$ cat src/rtl/step_sequencer_if.sv
// Pushbutton/auto-scan controls in, decoder select and step strobe out.
interface step_sequencer_if;
  logic btn;
  logic auto_en;
  logic dir;
  logic out1;
  logic out0;
  logic step_pulse;

  modport master (output btn, auto_en, dir, input out1, out0, step_pulse);
  modport slave  (input btn, auto_en, dir, output out1, out0, step_pulse);
endinterface

$ cat src/rtl/step_sequencer.sv
// Debounced pushbutton / auto-scan stepper producing a 2-bit select for a
// 2-to-4 one-hot decoder, wrapping modulo 4 in either direction.
module step_sequencer #(
  parameter int unsigned DEBOUNCE_CYCLES = 4,
  parameter int unsigned SCAN_DIV        = 8
) (
  input  logic             clk,
  input  logic             rst,
  step_sequencer_if.slave  bus
);

  localparam int unsigned CNT_W = ($clog2(DEBOUNCE_CYCLES) > 0) ? $clog2(DEBOUNCE_CYCLES) : 1;
  localparam int unsigned PRE_W = ($clog2(SCAN_DIV) > 0) ? $clog2(SCAN_DIV) : 1;

  typedef enum logic [1:0] {
    IDLE_LOW  = 2'd0,
    WAIT_HIGH = 2'd1,
    IDLE_HIGH = 2'd2,
    WAIT_LOW  = 2'd3
  } db_state_t;

  logic             s1_q, s2_q;
  db_state_t        state_q, state_d;
  logic [CNT_W-1:0] cnt_q, cnt_d;
  logic [PRE_W-1:0] presc_q;
  logic [1:0]       sel_q;
  logic             pulse_q;
  logic             press_c;
  logic             tick_c;
  logic             cnt_done_c;

  // Two-flop synchroniser for the asynchronous button
  always_ff @(posedge clk or posedge rst) begin
    if (rst) begin
      s1_q <= 1'b0;
      s2_q <= 1'b0;
    end else begin
      s1_q <= bus.btn;
      s2_q <= s1_q;
    end
  end

  always_ff @(posedge clk or posedge rst) begin
    if (rst) begin
      state_q <= IDLE_LOW;
      cnt_q   <= '0;
    end else begin
      state_q <= state_d;
      cnt_q   <= cnt_d;
    end
  end

  assign cnt_done_c = (cnt_q == CNT_W'(DEBOUNCE_CYCLES - 1));

  // Debounce next-state; only a qualified rising level raises a press
  always_comb begin
    state_d = state_q;
    cnt_d   = cnt_q;
    press_c = 1'b0;
    unique case (state_q)
      IDLE_LOW: begin
        if (s2_q) begin
          state_d = WAIT_HIGH;
          cnt_d   = CNT_W'(1);
        end
      end
      WAIT_HIGH: begin
        if (!s2_q) begin
          state_d = IDLE_LOW;
          cnt_d   = '0;
        end else if (cnt_done_c) begin
          state_d = IDLE_HIGH;
          cnt_d   = '0;
          press_c = 1'b1;
        end else begin
          cnt_d   = cnt_q + CNT_W'(1);
        end
      end
      IDLE_HIGH: begin
        if (!s2_q) begin
          state_d = WAIT_LOW;
          cnt_d   = CNT_W'(1);
        end
      end
      WAIT_LOW: begin
        if (s2_q) begin
          state_d = IDLE_HIGH;
          cnt_d   = '0;
        end else if (cnt_done_c) begin
          state_d = IDLE_LOW;
          cnt_d   = '0;
        end else begin
          cnt_d   = cnt_q + CNT_W'(1);
        end
      end
      default: begin
        state_d = IDLE_LOW;
        cnt_d   = '0;
      end
    endcase
  end

  assign tick_c = bus.auto_en && (presc_q == PRE_W'(SCAN_DIV - 1));

  // Free-running auto-scan prescaler, held clear while disabled
  always_ff @(posedge clk or posedge rst) begin
    if (rst) begin
      presc_q <= '0;
    end else if (!bus.auto_en || tick_c) begin
      presc_q <= '0;
    end else begin
      presc_q <= presc_q + PRE_W'(1);
    end
  end

  // Coincident press and tick merge into a single step
  always_ff @(posedge clk or posedge rst) begin
    if (rst) begin
      sel_q   <= 2'b00;
      pulse_q <= 1'b0;
    end else begin
      pulse_q <= press_c || tick_c;
      if (press_c || tick_c) begin
        sel_q <= bus.dir ? (sel_q - 2'd1) : (sel_q + 2'd1);
      end
    end
  end

  assign bus.out1       = sel_q[1];
  assign bus.out0       = sel_q[0];
  assign bus.step_pulse = pulse_q;

endmodule

$ cat src/flat_wrapper.sv
// flat-port wrapper written by rule: the top's interface ports become plain ports
module step_sequencer_flat 
#(
  parameter int unsigned DEBOUNCE_CYCLES = 4,
  parameter int unsigned SCAN_DIV        = 8
)
  (clk, rst, bus_btn, bus_auto_en, bus_dir, bus_out1, bus_out0, bus_step_pulse);
  step_sequencer_if bus_i ();
  input  logic clk;
  input  logic rst;
  input wire logic [$bits(bus_i.btn)-1:0] bus_btn;
  input wire logic [$bits(bus_i.auto_en)-1:0] bus_auto_en;
  input wire logic [$bits(bus_i.dir)-1:0] bus_dir;
  output wire logic [$bits(bus_i.out1)-1:0] bus_out1;
  output wire logic [$bits(bus_i.out0)-1:0] bus_out0;
  output wire logic [$bits(bus_i.step_pulse)-1:0] bus_step_pulse;
  assign bus_i.btn = bus_btn;
  assign bus_i.auto_en = bus_auto_en;
  assign bus_i.dir = bus_dir;
  assign bus_out1 = bus_i.out1;
  assign bus_out0 = bus_i.out0;
  assign bus_step_pulse = bus_i.step_pulse;
  step_sequencer #(.DEBOUNCE_CYCLES(DEBOUNCE_CYCLES), .SCAN_DIV(SCAN_DIV)) u_core (.clk(clk), .rst(rst), .bus(bus_i));
endmodule
$ cat config.mk
export PLATFORM = sky130hd
export DESIGN_NAME = step_sequencer_flat
export DESIGN_NICKNAME = d
export VERILOG_FILES = /design/src/rtl/step_sequencer_if.sv /design/src/rtl/step_sequencer.sv /design/src/flat_wrapper.sv
export SDC_FILE = /design/constraint.sdc
export NUM_CORES = 1
export LEC_CHECK = 0
export ABC_CLOCK_PERIOD_IN_PS = 1500
export CAP_MARGIN = 40
export CORE_MARGIN = 4
export CORE_UTILIZATION = 30
export CTS_BUF_LIST = sky130_fd_sc_hd__clkbuf_4 sky130_fd_sc_hd__clkbuf_8
export DETAILED_ROUTE_END_ITERATION = 12
export PLACE_DENSITY_LB_ADDON = 0.25
export RECOVER_POWER = 50
export SETUP_SLACK_MARGIN = 0.15
export SYNTH_ARGS = -nofsm -noshare
export SYNTH_HDL_FRONTEND = slang
export SYNTH_SLANG_ARGS = --single-unit
$ cat constraint.sdc
create_clock -name clk -period 1.5 [get_ports clk]
set_clock_uncertainty 0.2 [all_clocks]
set_input_delay 0.225 -clock clk [delete_from_list [all_inputs] [get_ports clk]]
set_output_delay 0.225 -clock clk [all_outputs]
set_load 0.05 [all_outputs]
# [Yosys cells after proc, flatten, opt, wreduce, memory -nomap -nowiden]
# Index checks and enable logic that the tools add are counted.
[totals] reg_bits=12 in_bits=5 out_inout_bits=3
[classes] addsub=4 n_eq_ne=9 muxes=17 reduce_logical=7
[ops] op="two-way mux 2 bit" count=11
[ops] op="case mux 2 bit (4 select lines)" count=2
[ops] op="== test 2 bit (second input constant)" count=3
[ops] op="adder 2 x 1 -> 2 bit (second input constant)" count=2
[ops] op="AND reduction 4 bit" count=1
[ops] op="adder 3 x 1 -> 3 bit (second input constant)" count=1
[ops] op="== test 3 bit (second input constant)" count=1
[ops] op="two-way mux 1 bit" count=3
[ops] op="two-way mux 3 bit" count=1
[ops] op="!= test 3 x 1 -> 1 bit (second input constant)" count=1
[ops] op="!= test 3 bit (second input constant)" count=1
[ops] op="== test 2 x 1 -> 1 bit (second input constant)" count=1
[ops] op="zero test 2 bit" count=1
[ops] op="logical OR 1 bit" count=2
[ops] op="!= test 2 x 1 -> 1 bit (second input constant)" count=1
[ops] op="!= test 2 bit (second input constant)" count=1
[ops] op="AND reduction 2 bit" count=1
[ops] op="subtractor 2 x 1 -> 2 bit (second input constant)" count=1
[ops] op="logical AND 1 bit" count=1
[ops] op="zero test 1 bit" count=1

# [Logic depth before layout (Yosys ltp)]
# Gate-level depths: netlist (run 1).
[depth] ltp_word=5 depth_mapped=5 mapped_depth_nobuf=5

# [Worst setup path after synthesis (run 1)]
# Ideal clock, no wire load.
[synth_path] path_type="reg-to-reg" start="register u_core.presc_q[0]" end="register u_core.sel_q[0]" setup_time_ns=0.145 arrival_time_ns=1.044 setup_slack_ns=0.111 stages_incl_launch_ff=6 n_path_buf=0 period_less_slack_ns=1.389 cell_sequence="dfrtp_1 -> ha_1 -> ha_1 -> nand2_1 -> nand2_1 -> xor2_1"
[synth_between] elab_chain_cells=3
[synth_lines] item="start: declaration" line_no="step_sequencer.sv:25" text="logic [PRE_W-1:0] presc_q;"
[synth_lines] item="start signal: assignment" line_no="step_sequencer.sv:112" text="presc_q <= presc_q + PRE_W'(1);"
[synth_lines] item="== test 3 bit" line_no="step_sequencer.sv:103" text="assign tick_c = bus.auto_en && (presc_q == PRE_W'(SCAN_DIV - 1));"
[synth_lines] item="logical AND 1 bit" line_no="step_sequencer.sv:103"
[synth_lines] item="logical OR 1 bit" line_no="step_sequencer.sv:123" text="if (press_c || tick_c) begin"
[synth_lines] item="end signal: assignment" line_no="step_sequencer.sv:124" text="sel_q <= bus.dir ? (sel_q - 2'd1) : (sel_q + 2'd1);"
[synth_lines] item="end: declaration" line_no="step_sequencer.sv:26" text="logic [1:0] sel_q;"
# Every way passes these cells.
# A chain may end at the register's enable or synchronous reset.

# [Worst setup path in the final report (run 1)]
[layout_path] start="register u_core.presc_q[1]" end="register u_core.sel_q[1]"
# Same word-level chain as after synthesis.

==> impl_metrics.csv, run 1 <==
group,metric,value,unit
detailed_routing,routedLengthMet1,284,um
floorplanning,io_pins,8,
sta,achievable-frequency,751,MHz
floorplanning,fp-row-count,14,
sta,final_period_minus_worst_setup_slack,1.33,ns
critical_path,path_common_cell,"sky130_fd_sc_hd__ha_4",
clocking,worstSkewPairLatency,0.27,ns
grt,grt_first_pass_wirelength,1.30,mm
floorplanning,design.die.area,2310,um2
detailed_routing,route.met3.wl,54,um
critical_path,cpLargestDelayFamily,"flip-flops",
floorplanning,floorplan.initialDensity,32.0,%
critical_path,crit_fanout,4,
critical_path,timing.reg2reg.worst_path_depth,5,
floorplanning,floorplan.core_area,1510,um2
clocking,cts_buffers,3,
sta,tightest_slew,0.443,ns
status,status,"finished, final reports clean",
floorplanning,floorplan.die.height,48.1,um
detailed_routing,firstDrtPassIters,2,
sta,fin_tns_setup,0,ns
sta,timing.max_slew.rel_slack,70.4,%
clocking,cts-root-to-sink-buffers,2,
synth,number_of_unique_standard_cell_types_used_by_synthesis,17,
hold_path,holdCritPathClass,"flop to flop",
grt,grt_antenna_before_repair,0,
critical_path,critPathLaunch,"u_core.presc_q[1]$_DFF_PP0_",
grt,grt.total_usage,9.06,%
clocking,path_clk_slew,0.07,ns
synth,ys_seq_elements,12,
critical_path,timing.critical_path.slowest_cell_delay,0.41,ns
detailed_routing,wl_met2,462,um
synth,synthesis.instances,35,
critical_path,endpoint_kind,"flop",
place,place_worst_setup_slack,0.0950,ns
grt,vias_in_the_first_global_route,322,
synth,ys_seq_area_share,62.3,%
synth,synth_adder_area_share,7.79,%
detailed_routing,routedWlPerCell,12.2,um
place,globalplace.congestion,0.663,
synth,post_synth_xor_area_fraction,7.27,%
critical_path,setup_slack_reg_to_reg,0.17,ns
clocking,clock_tree_from_tritoncts,"yes",
cells_and_area,antenna-diode-count,0,
critical_path,reg2reg_to,"u_core.sel_q[1]$_DFFE_PP0P_",
synth,total_standard_cell_area_after_synthesis,482,um2
pwr,leakage_power_summed_over_all_cells,0.333,nW
sta,slew_viol_final,0,
critical_path,worstSetupPathDepth,5,
synth,synth-simple-area-share,15.6,%
synth,synth_compound_area_share,3.90,%
place,place_hpwl,608,um
clocking,cts_h_tree_depth,1,
clocking,cts.root.buffer_cell,"sky130_fd_sc_hd__clkbuf_4",
detailed_routing,highest_layer,"met3",
critical_path,worst_ep_required_time,1.45,ns
critical_path,nature_of_the_critical_path_startpoint,"flop",
critical_path,criticalPathCategory,"flop to flop",
run,maxCapViolations,0,
detailed_routing,vias_per_cell,4.45,
critical_path,crit_arrival,1.28,ns
sta,final-hold-violation-count,0,
sta,min_period_over_period,88.8,%
critical_path,crit_path_capture,"u_core.sel_q[1]$_DFFE_PP0P_",
synth,avgSynthCellArea,13.8,um2
hold_path,timing.hold.worst.start,"u_core.s1_q$_DFF_PP0_",
detailed_routing,route.detailed.drc,0,
grt,grt_max_degree,13,
sta,setup-violations-final,0,
cells_and_area,final_cell_mix,"sky130_fd_sc_hd__dfrtp_1 (11), sky130_fd_sc_hd__clkbuf_4 (4), sky130_fd_sc_hd__buf_4 (4)",
detailed_routing,postRouteAntennaNets,0,
detailed_routing,routed-via-count,294,
synth,yosysWarnings,0,
cells_and_area,drive_gt1_share,40.0,%
pwr,peak_ir_drop_on_the_vdd_network,0.704,mV
cells_and_area,area_growth_syn_to_layout,45.5,%
grt,overflow_after_grt,0,
detailed_routing,routed_wirelength,802,um
critical_path,crit_chain,"ha_4, ha_4, nand2_4, a21oi_2, xor2_1",
floorplanning,die_w,48.1,um
critical_path,critical_path.reg2reg.startpoint,"u_core.presc_q[1]$_DFF_PP0_",
cells_and_area,finish.net_count,59,
sta,rsz0062_at_grt,"yes",
clocking,post_cts_hold_buffer_count,0,
cells_and_area,most_frequent_standard_cell_in_the_layout_excluding_fill_and_tap_cells,"sky130_fd_sc_hd__dfrtp_1",
critical_path,critical_path.n_buffers_inverters,0,
critical_path,cpMaxStageDelayCell,"sky130_fd_sc_hd__dfrtp_1",
place,io_buffer_count,7,
clocking,tritoncts_num_sinks,12,
cells_and_area,fin_util,46.5,%
synth,postSynthNetCount,43,
pwr,power_per_cell_area,1670,nW/um2
detailed_routing,detail_route.iter0.violations,5,
sta,final_critical_path_setup_slack,0.168,ns
hold_path,min_delay_path_depth,0,
synth,muxShareOfSynthArea,2.34,%
synth,dominant_combinational_cell_family_by_area_after_synthesis,"simple AND/OR/NAND/NOR gates",
-- worst reg2reg max path, delay by kind of cell, from the launching register on --
family,cells,cell delay [ns]
adder cells (fa/ha/maj),2,0.35
flip-flops,1,0.41
XOR/XNOR,1,0.14
AO/OA/AOI/OAI,1,0.06
AND/OR/NAND/NOR,1,0.06
-- worst min-delay path by stage --
| stage | endpoint | slack, ns |
|---|---|---|
| 2_1_floorplan | async pin | -0.11 |
| 3_3_place_gp | u_core.s2_q$_DFF_PP0_ | 0.13 |
| 3_5_place_dp | u_core.s2_q$_DFF_PP0_ | 0.14 |
| 4_1_cts | u_core.presc_q[2]$_DFF_PP0_ | 0.06 |
| 5_1_grt | u_core.s2_q$_DFF_PP0_ | 0.16 |
| 6_report | u_core.s2_q$_DFF_PP0_ | 0.15 |
-- cell type report --
cell class / instances / area, um2
Tap cell: 16 / 20.0
Fill cell: 133 / 806
Multi-Input combinational cell: 22 / 215
Inverter: 1 / 3.75
Clock buffer: 4 / 30.0
Timing Repair Buffer: 11 / 130
Sequential cell: 12 / 302
-- stage by stage --
| step | cell area, um2 | instances | hold WS (ns) | total power [W] |
|---|---|---|---|---|
| global placement | 608 | 58 | 0.133 | 0.000879 |
| detailed placement | 608 | 58 | 0.143 | 0.000914 |
| finish | 701 | 66 | 0.152 | 0.00117 |
| CTS | 661 | 63 | 0.0558 | 0.00115 |
| global route | 701 | 66 | 0.159 | 0.00124 |
| floorplan | 488 | 35 | -0.110 | 0.000721 |
-- power by group --
part | internal [W] | total, W | switching [W]
clock | 0.000121 | 0.000222 | 0.000101
combinational | 0.000240 | 0.000444 | 0.000204
sequential | 0.000414 | 0.000507 | 0.0000930
-- synth_stat cells --
cell                       number  area share [%]
sky130_fd_sc_hd__nand2_1        3             2.3
sky130_fd_sc_hd__nand2b_2       1             1.8
sky130_fd_sc_hd__nor2_1         1            0.78
sky130_fd_sc_hd__ha_1           3             7.8
sky130_fd_sc_hd__mux2_1         1             2.3
sky130_fd_sc_hd__nand3_1        1             1.0
sky130_fd_sc_hd__and3b_1        2             3.6
sky130_fd_sc_hd__a21oi_2        1             1.8
sky130_fd_sc_hd__dfrtp_1       12              62
sky130_fd_sc_hd__xor2_1         3             5.5
sky130_fd_sc_hd__xnor2_1        1             1.8
sky130_fd_sc_hd__inv_1          1            0.78
sky130_fd_sc_hd__nor3b_1        1             1.6
sky130_fd_sc_hd__and2_1         1             1.3
sky130_fd_sc_hd__a21oi_1        1             1.0
sky130_fd_sc_hd__o21ai_0        1             1.0
sky130_fd_sc_hd__nand4b_2       1             3.1
-- flip-flops by register name (all words and copies together), names as in the netlist, named ones only --
signal and flops:
u_core.bus.step_pulse 1, u_core.s1_q 1, u_core.s2_q 1, u_core.state_q 1, u_core.presc_q 3, u_core.sel_q 2
u_core.cnt_q 2
-- cells by family after synthesis --
| group | after synthesis |
|---|---|
| flops | 12 |
| simple gates | 11 |
| xor+xnor | 4 |
| compound gates | 3 |
| fa+ha+maj | 3 |
| buf+inv | 1 |
| mux | 1 |
-- routing by layer --
layer / vias to the layer above / GRT usage, %
li1: 150 / -
met1: 136 / 8.10
met2: 8 / 16.4
met3: 0 / 3.38
met4: 0 / 6.45
met5: - / 0
-- what timing repair did --
action / 4_1_cts / 5_1_grt
setup buffers: 1 / 3
endpoints found under the setup margin: 3 / 3
pin swaps: 1 / 3
gates resized for setup: 3 / 3
(Power assumes the default switching activity.)
==> run 2: changes to the inputs <==
- CORE_AREA: default -> 5 5 42 44
- CORE_MARGIN: 4 -> default
- CORE_UTILIZATION: 30 -> default
- DIE_AREA: default -> 0 0 47 49
==> impl_metrics.csv, run 2 (synthesis gave the netlist of run 1 again) <==
group,metric,value,unit
sta,min_period_over_period,87.8,%
cells_and_area,fillers,134,
clocking,tritoncts_num_sinks,12,
clocking,cts_h_tree_depth,1,
floorplanning,io_pins,8,
pwr,pwr-share-seq,41.1,%
pwr,power.net_switching,0.000406,W
pwr,power_switching_share,33.1,%
grt,vias_in_the_first_global_route,306,
sta,timing.hold.ws,0.153,ns
detailed_routing,route.detailed.drc,0,
critical_path,critical_path.n_buffers_inverters,0,
cells_and_area,area_growth_syn_to_layout,43.9,%
cells_and_area,finish.net_count,58,
clocking,cts.root.buffer_cell,"sky130_fd_sc_hd__clkbuf_4",
hold_path,holdCritPathClass,"flop to flop",
place,post-place-cells,58,
cells_and_area,post_layout_nonfiller_instances,65,
sta,final_period_minus_worst_setup_slack,1.32,ns
sta,final_critical_path_setup_slack,0.183,ns
clocking,cts_buffers,3,
floorplanning,floorplan.core_area,1400,um2
floorplanning,floorplan.initialDensity,34.4,%
critical_path,cpMaxStageDelayCell,"sky130_fd_sc_hd__dfrtp_1",
sta,slew_viol_final,0,
detailed_routing,vias_per_cell,4.78,
pwr,p_comb_share,38.7,%
sta,fin_tns_setup,0,ns
critical_path,worstSetupPathDepth,5,
grt,overflow_after_grt,0,
place,globalplace.congestion,0.683,
cells_and_area,registers_with_the_highest_flip_flop_counts,"u_core.presc_q: 3 flops, u_core.cnt_q: 2 flops, u_core.sel_q: 2 flops",
clocking,path_clk_slew,0.07,ns
critical_path,crit_path_capture,"u_core.sel_q[1]$_DFFE_PP0P_",
detailed_routing,routed_wirelength,834,um
critical_path,timing.critical_path.slowest_cell_delay,0.38,ns
cells_and_area,antenna-diode-count,0,
critical_path,nature_of_the_critical_path_startpoint,"flop",
place,place_hpwl,634,um
critical_path,cpLargestDelayFamily,"flip-flops",
pwr,cellInternalPower,0.000821,W
floorplanning,design.die.area,2300,um2
floorplanning,fp-row-count,14,
detailed_routing,routedWlPerCell,12.8,um
critical_path,reg2reg_to,"u_core.sel_q[1]$_DFFE_PP0P_",
cells_and_area,area_used_by_multi_input_combinational_logic,209,um2
critical_path,criticalPathCategory,"flop to flop",
place,io_buffer_count,7,
detailed_routing,detail_route.iter0.violations,0,
clocking,post_cts_hold_buffer_count,0,
floorplanning,die_w,47,um
clocking,clock_tree_from_tritoncts,"yes",
detailed_routing,firstDrtPassIters,1,
detailed_routing,postRouteAntennaNets,0,
critical_path,crit_fanout,4,
cells_and_area,sequential_cell_area_in_the_final_layout,302,um2
sta,timing.max_slew.rel_slack,71.6,%
sta,setup-violations-final,0,
critical_path,setup_slack_reg_to_reg,0.18,ns
detailed_routing,routed-via-count,311,
critical_path,critPathLaunch,"u_core.presc_q[0]$_DFF_PP0_",
critical_path,critical_path.reg2reg.startpoint,"u_core.presc_q[0]$_DFF_PP0_",
status,status,"finished, final reports clean",
critical_path,worst_ep_required_time,1.45,ns
critical_path,timing.reg2reg.worst_path_depth,5,
sta,rsz0062_at_grt,"yes",
cells_and_area,largest_register_ffs,3,
pwr,leakage_power_summed_over_all_cells,0.334,nW
clocking,worstSkewPairLatency,0.27,ns
floorplanning,floorplan.die.height,49,um
cells_and_area,top_register,"u_core.presc_q",
critical_path,endpoint_kind,"flop",
cells_and_area,drive_gt1_share,40.8,%
grt,grt_max_degree,13,
pwr,clock_power_share,20.2,%
sta,final-hold-violation-count,0,
run,maxCapViolations,0,
sta,tightest_slew,0.425,ns
sta,achievable-frequency,759,MHz
clocking,cts-root-to-sink-buffers,2,
pwr,peak_ir_drop_on_the_vdd_network,0.779,mV
cells_and_area,most_frequent_standard_cell_in_the_layout_excluding_fill_and_tap_cells,"sky130_fd_sc_hd__dfrtp_1",
grt,grt_first_pass_wirelength,1.28,mm
grt,grt.total_usage,8.18,%
critical_path,crit_chain,"ha_2, ha_4, nand2_4, a21oi_2, xor2_1",
cells_and_area,final_cell_mix,"sky130_fd_sc_hd__dfrtp_1 (11), sky130_fd_sc_hd__xor2_1 (3), sky130_fd_sc_hd__clkbuf_4 (3), sky130_fd_sc_hd__buf_12 (3), sky130_fd_sc_hd__buf_4 (3)",
pwr,power_per_cell_area,1770,nW/um2
critical_path,crit_arrival,1.27,ns
grt,grt_antenna_before_repair,0,
place,place_worst_setup_slack,0.110,ns
## run 2: what timing repair did
| item | CTS | global route |
|---|---|---|
| endpoints found under the setup margin | 3 | 3 |
| buffers inserted | 1 | 2 |
| gates resized for setup | 3 | 3 |
| pin swaps | 1 | 1 |
## run 2: routing by layer
metal	share of wire, %	vias to the layer above	GRT usage, %
li1	-	146	-
met3	4.3	2	3.32
met4	1.7	0	4.15
met2	61	7	14.3
met1	32	156	7.71
met5	0	-	0
## run 2: power groups by stage
stage,clock [W],combinational (W),sequential (W)
final,0.000247,0.000475,0.000505
after global routing,0.000269,0.000507,0.000515
after CTS,0.000252,0.000438,0.000508
after detailed placement,0,0.000408,0.000518
after global placement,0,0.000379,0.000501
after floorplan,0,0.000141,0.000581
## run 2: worst min-delay path by stage
| stage | startpoint | end | slack (ns) | cells past startpoint |
|---|---|---|---|---|
| global placement | u_core.s1_q$_DFF_PP0_ | u_core.s2_q$_DFF_PP0_ | 0.14 | 0 |
| CTS | rst | u_core.presc_q[2]$_DFF_PP0_ | 0.06 | 2 |
| global route | u_core.s1_q$_DFF_PP0_ | u_core.s2_q$_DFF_PP0_ | 0.17 | 0 |
| floorplan | rst | async pin | -0.11 | 1 |
| finish | u_core.s1_q$_DFF_PP0_ | u_core.s2_q$_DFF_PP0_ | 0.15 | 0 |
| detailed placement | u_core.s1_q$_DFF_PP0_ | u_core.s2_q$_DFF_PP0_ | 0.14 | 0 |
## run 2: worst reg2reg max path, delay by kind of cell (launching register included)
| kind | cells | cell delay [ns] |
|---|---|---|
| and+or+nand+nor | 1 | 0.06 |
| DFF | 1 | 0.38 |
| adders and majority gates | 2 | 0.37 |
| xor gates and xnor gates | 1 | 0.14 |
| AOI/OAI and AO/OA | 1 | 0.06 |
## run 2: final cells by class
type	count	area share, %
Clock buffer	4	5.23
Timing Repair Buffer	10	17.7
Multi-Input combinational cell	22	30.1
Inverter	1	0.542
Tap cell	16	2.89
Sequential cell	12	43.5
## run 2: per-stage QoR
step	instance area [um2]	total power, W	utilization [%]
floorplan	488	0.000721	-
global placement	608	0.000881	43.4
detailed placement	608	0.000926	43.4
CTS	667	0.00120	47.6
global route	693	0.00129	49.5
finish	693	0.00123	49.5
==> run 3: changes to the inputs <==
- ABC_CLOCK_PERIOD_IN_PS: 1500 -> 1170
- clock period: 1.5 -> 1.17 ns (I/O delays scaled with it)
==> impl_metrics.csv, run 3 (synthesis gave the netlist of run 1 again) <==
group,metric,value,unit
status,status,"complete, but fails checks",
status,violations,"setup timing",
place,io_buffer_count,7,
grt,overflow_after_grt,0,
run,maxCapViolations,0,
cells_and_area,antenna-diode-count,0,
critical_path,endpoint_kind,"flop",
clocking,cts.root.buffer_cell,"sky130_fd_sc_hd__clkbuf_4",
clocking,cts_h_tree_depth,1,
detailed_routing,vias_per_cell,4.49,
sta,slew_viol_final,0,
critical_path,cpMaxStageDelayCell,"sky130_fd_sc_hd__dfrtp_1",
critical_path,crit_chain,"ha_2, ha_4, nand2_4, nand2_2, xor2_1",
place,post-place-cells,63,
cells_and_area,drive_gt1_share,55.4,%
place,place_hpwl,617,um
grt,grt_first_pass_wirelength,1.30,mm
cells_and_area,final_cell_mix,"sky130_fd_sc_hd__dfrtp_1 (11), sky130_fd_sc_hd__buf_4 (9), sky130_fd_sc_hd__clkbuf_4 (3), sky130_fd_sc_hd__buf_12 (3)",
detailed_routing,routed_wirelength,806,um
sta,setup-violations-final,12,
sta,final_period_minus_worst_setup_slack,1.32,ns
sta,rsz0062_at_grt,"yes",
clocking,worstSkewPairLatency,0.28,ns
critical_path,criticalPathCategory,"flop to flop",
critical_path,crit_fanout,4,
pwr,power_switching_share,32.7,%
hold_path,holdCritPathClass,"input pin to async pin",
critical_path,worst_ep_required_time,1.13,ns
pwr,leakage_power_summed_over_all_cells,0.377,nW
floorplanning,io_pins,8,
critical_path,nature_of_the_critical_path_startpoint,"flop",
detailed_routing,postRouteAntennaNets,0,
place,globalplace.congestion,0.674,
floorplanning,die_w,47,um
pwr,power.net_switching,0.000583,W
grt,grt_antenna_before_repair,0,
pwr,pwr-share-seq,35.2,%
sta,achievable-frequency,756,MHz
grt,grt.total_usage,8.23,%
floorplanning,floorplan.initialDensity,34.4,%
grt,grt_max_degree,13,
detailed_routing,detail_route.iter0.violations,7,
cells_and_area,area_growth_syn_to_layout,61.8,%
pwr,cellInternalPower,0.00120,W
pwr,peak_ir_drop_on_the_vdd_network,0.882,mV
pwr,power_per_cell_area,2290,nW/um2
detailed_routing,firstDrtPassIters,4,
sta,fin_tns_setup,-0.913,ns
sta,tightest_slew,0.435,ns
cells_and_area,most_frequent_standard_cell_in_the_layout_excluding_fill_and_tap_cells,"sky130_fd_sc_hd__dfrtp_1",
cells_and_area,largest_register_ffs,3,
clocking,cts_buffers,3,
critical_path,timing.reg2reg.worst_path_depth,5,
floorplanning,floorplan.core_area,1400,um2
sta,final_critical_path_setup_slack,-0.153,ns
critical_path,timing.critical_path.slowest_cell_delay,0.39,ns
clocking,cts-root-to-sink-buffers,2,
floorplanning,floorplan.die.height,49,um
critical_path,setup_slack_reg_to_reg,-0.15,ns
grt,vias_in_the_first_global_route,331,
critical_path,critical_path.reg2reg.startpoint,"u_core.presc_q[0]$_DFF_PP0_",
floorplanning,fp-row-count,14,
cells_and_area,post_layout_nonfiller_instances,72,
cells_and_area,top_register,"u_core.presc_q",
detailed_routing,routed-via-count,323,
clocking,path_clk_slew,0.08,ns
critical_path,critical_path.n_buffers_inverters,0,
clocking,tritoncts_num_sinks,12,
detailed_routing,route.detailed.drc,0,
cells_and_area,finish.net_count,65,
sta,final-hold-violation-count,0,
critical_path,crit_arrival,1.28,ns
clocking,clock_tree_from_tritoncts,"yes",
floorplanning,design.die.area,2300,um2
pwr,clock_power_share,18.5,%
detailed_routing,routedWlPerCell,11.2,um
sta,min_period_over_period,113,%
cells_and_area,registers_with_the_highest_flip_flop_counts,"u_core.presc_q: 3 flops, u_core.cnt_q: 2 flops, u_core.sel_q: 2 flops",
critical_path,cpLargestDelayFamily,"flip-flops",
pwr,p_comb_share,46.4,%
sta,timing.max_slew.rel_slack,71.0,%
critical_path,reg2reg_to,"u_core.sel_q[0]$_DFFE_PP0P_",
-- run 3: routing by layer --
metal | vias to the layer above | global-route usage (%) | wire [um]
met2 | 10 | 12.7 | 408
met4 | 0 | 6.91 | 24
met3 | 3 | 2.21 | 60
met5 | - | 0 | 0
li1 | 159 | - | -
met1 | 151 | 8.80 | 313
-- run 3: repair_timing --
action,4_1_cts,5_1_grt
pin swaps,2,0
hold endpoints to repair,0,0
gates resized for setup,3,0
endpoints found under the setup margin,13,13
gates cloned,0,0
hold buffers,0,0
setup buffers,4,1
-- run 3: layout make-up --
| cell class | count | area [um2] |
|---|---|---|
| tap | 16 | 20.0 |
| clock buffer | 4 | 36.3 |
| timing repair buffer | 17 | 179 |
| multi-input combinational | 22 | 239 |
| inverter | 1 | 3.75 |
| sequential | 12 | 302 |
| fill | 117 | 622 |
-- run 3: through the flow --
| stage | hold slack (ns) | setup WS [ns] | utilization (%) | area, um2 | power, W |
|---|---|---|---|---|---|
| 6_report | 0.126 | -0.153 | 55.6 | 779 | 0.00178 |
| 3_5_place_dp | 0.151 | -0.170 | 49.4 | 692 | 0.00138 |
| 5_1_grt | 0.173 | -0.207 | 55.6 | 779 | 0.00186 |
| 4_1_cts | 0.00808 | -0.157 | 55.1 | 772 | 0.00178 |
| 3_3_place_gp | 0.138 | -0.132 | 49.4 | 692 | 0.00133 |
| 2_1_floorplan | -0.160 | -0.116 | - | 534 | 0.00101 |
-- run 3: how the worst max path moves through the flow --
stage | cells past startpoint | endpoint | from
6_report | 5 | u_core.sel_q[0]$_DFFE_PP0P_ | u_core.presc_q[0]$_DFF_PP0_
5_1_grt | 5 | u_core.sel_q[1]$_DFFE_PP0P_ | u_core.presc_q[0]$_DFF_PP0_
4_1_cts | 5 | u_core.sel_q[0]$_DFFE_PP0P_ | u_core.presc_q[0]$_DFF_PP0_
3_5_place_dp | 4 | u_core.sel_q[1]$_DFFE_PP0P_ | bus_auto_en
3_3_place_gp | 4 | u_core.sel_q[1]$_DFFE_PP0P_ | bus_auto_en
2_1_floorplan | 5 | u_core.sel_q[1]$_DFFE_PP0P_ | u_core.presc_q[0]$_DFF_PP0_
-- run 3: power by group through the flow --
stage	Sequential (W)	Clock, W	Combinational [W]
6_report	0.000627	0.000329	0.000826
5_1_grt	0.000640	0.000349	0.000874
4_1_cts	0.000629	0.000332	0.000815
3_5_place_dp	0.000641	0	0.000742
3_3_place_gp	0.000629	0	0.000705
2_1_floorplan	0.000772	0	0.000243
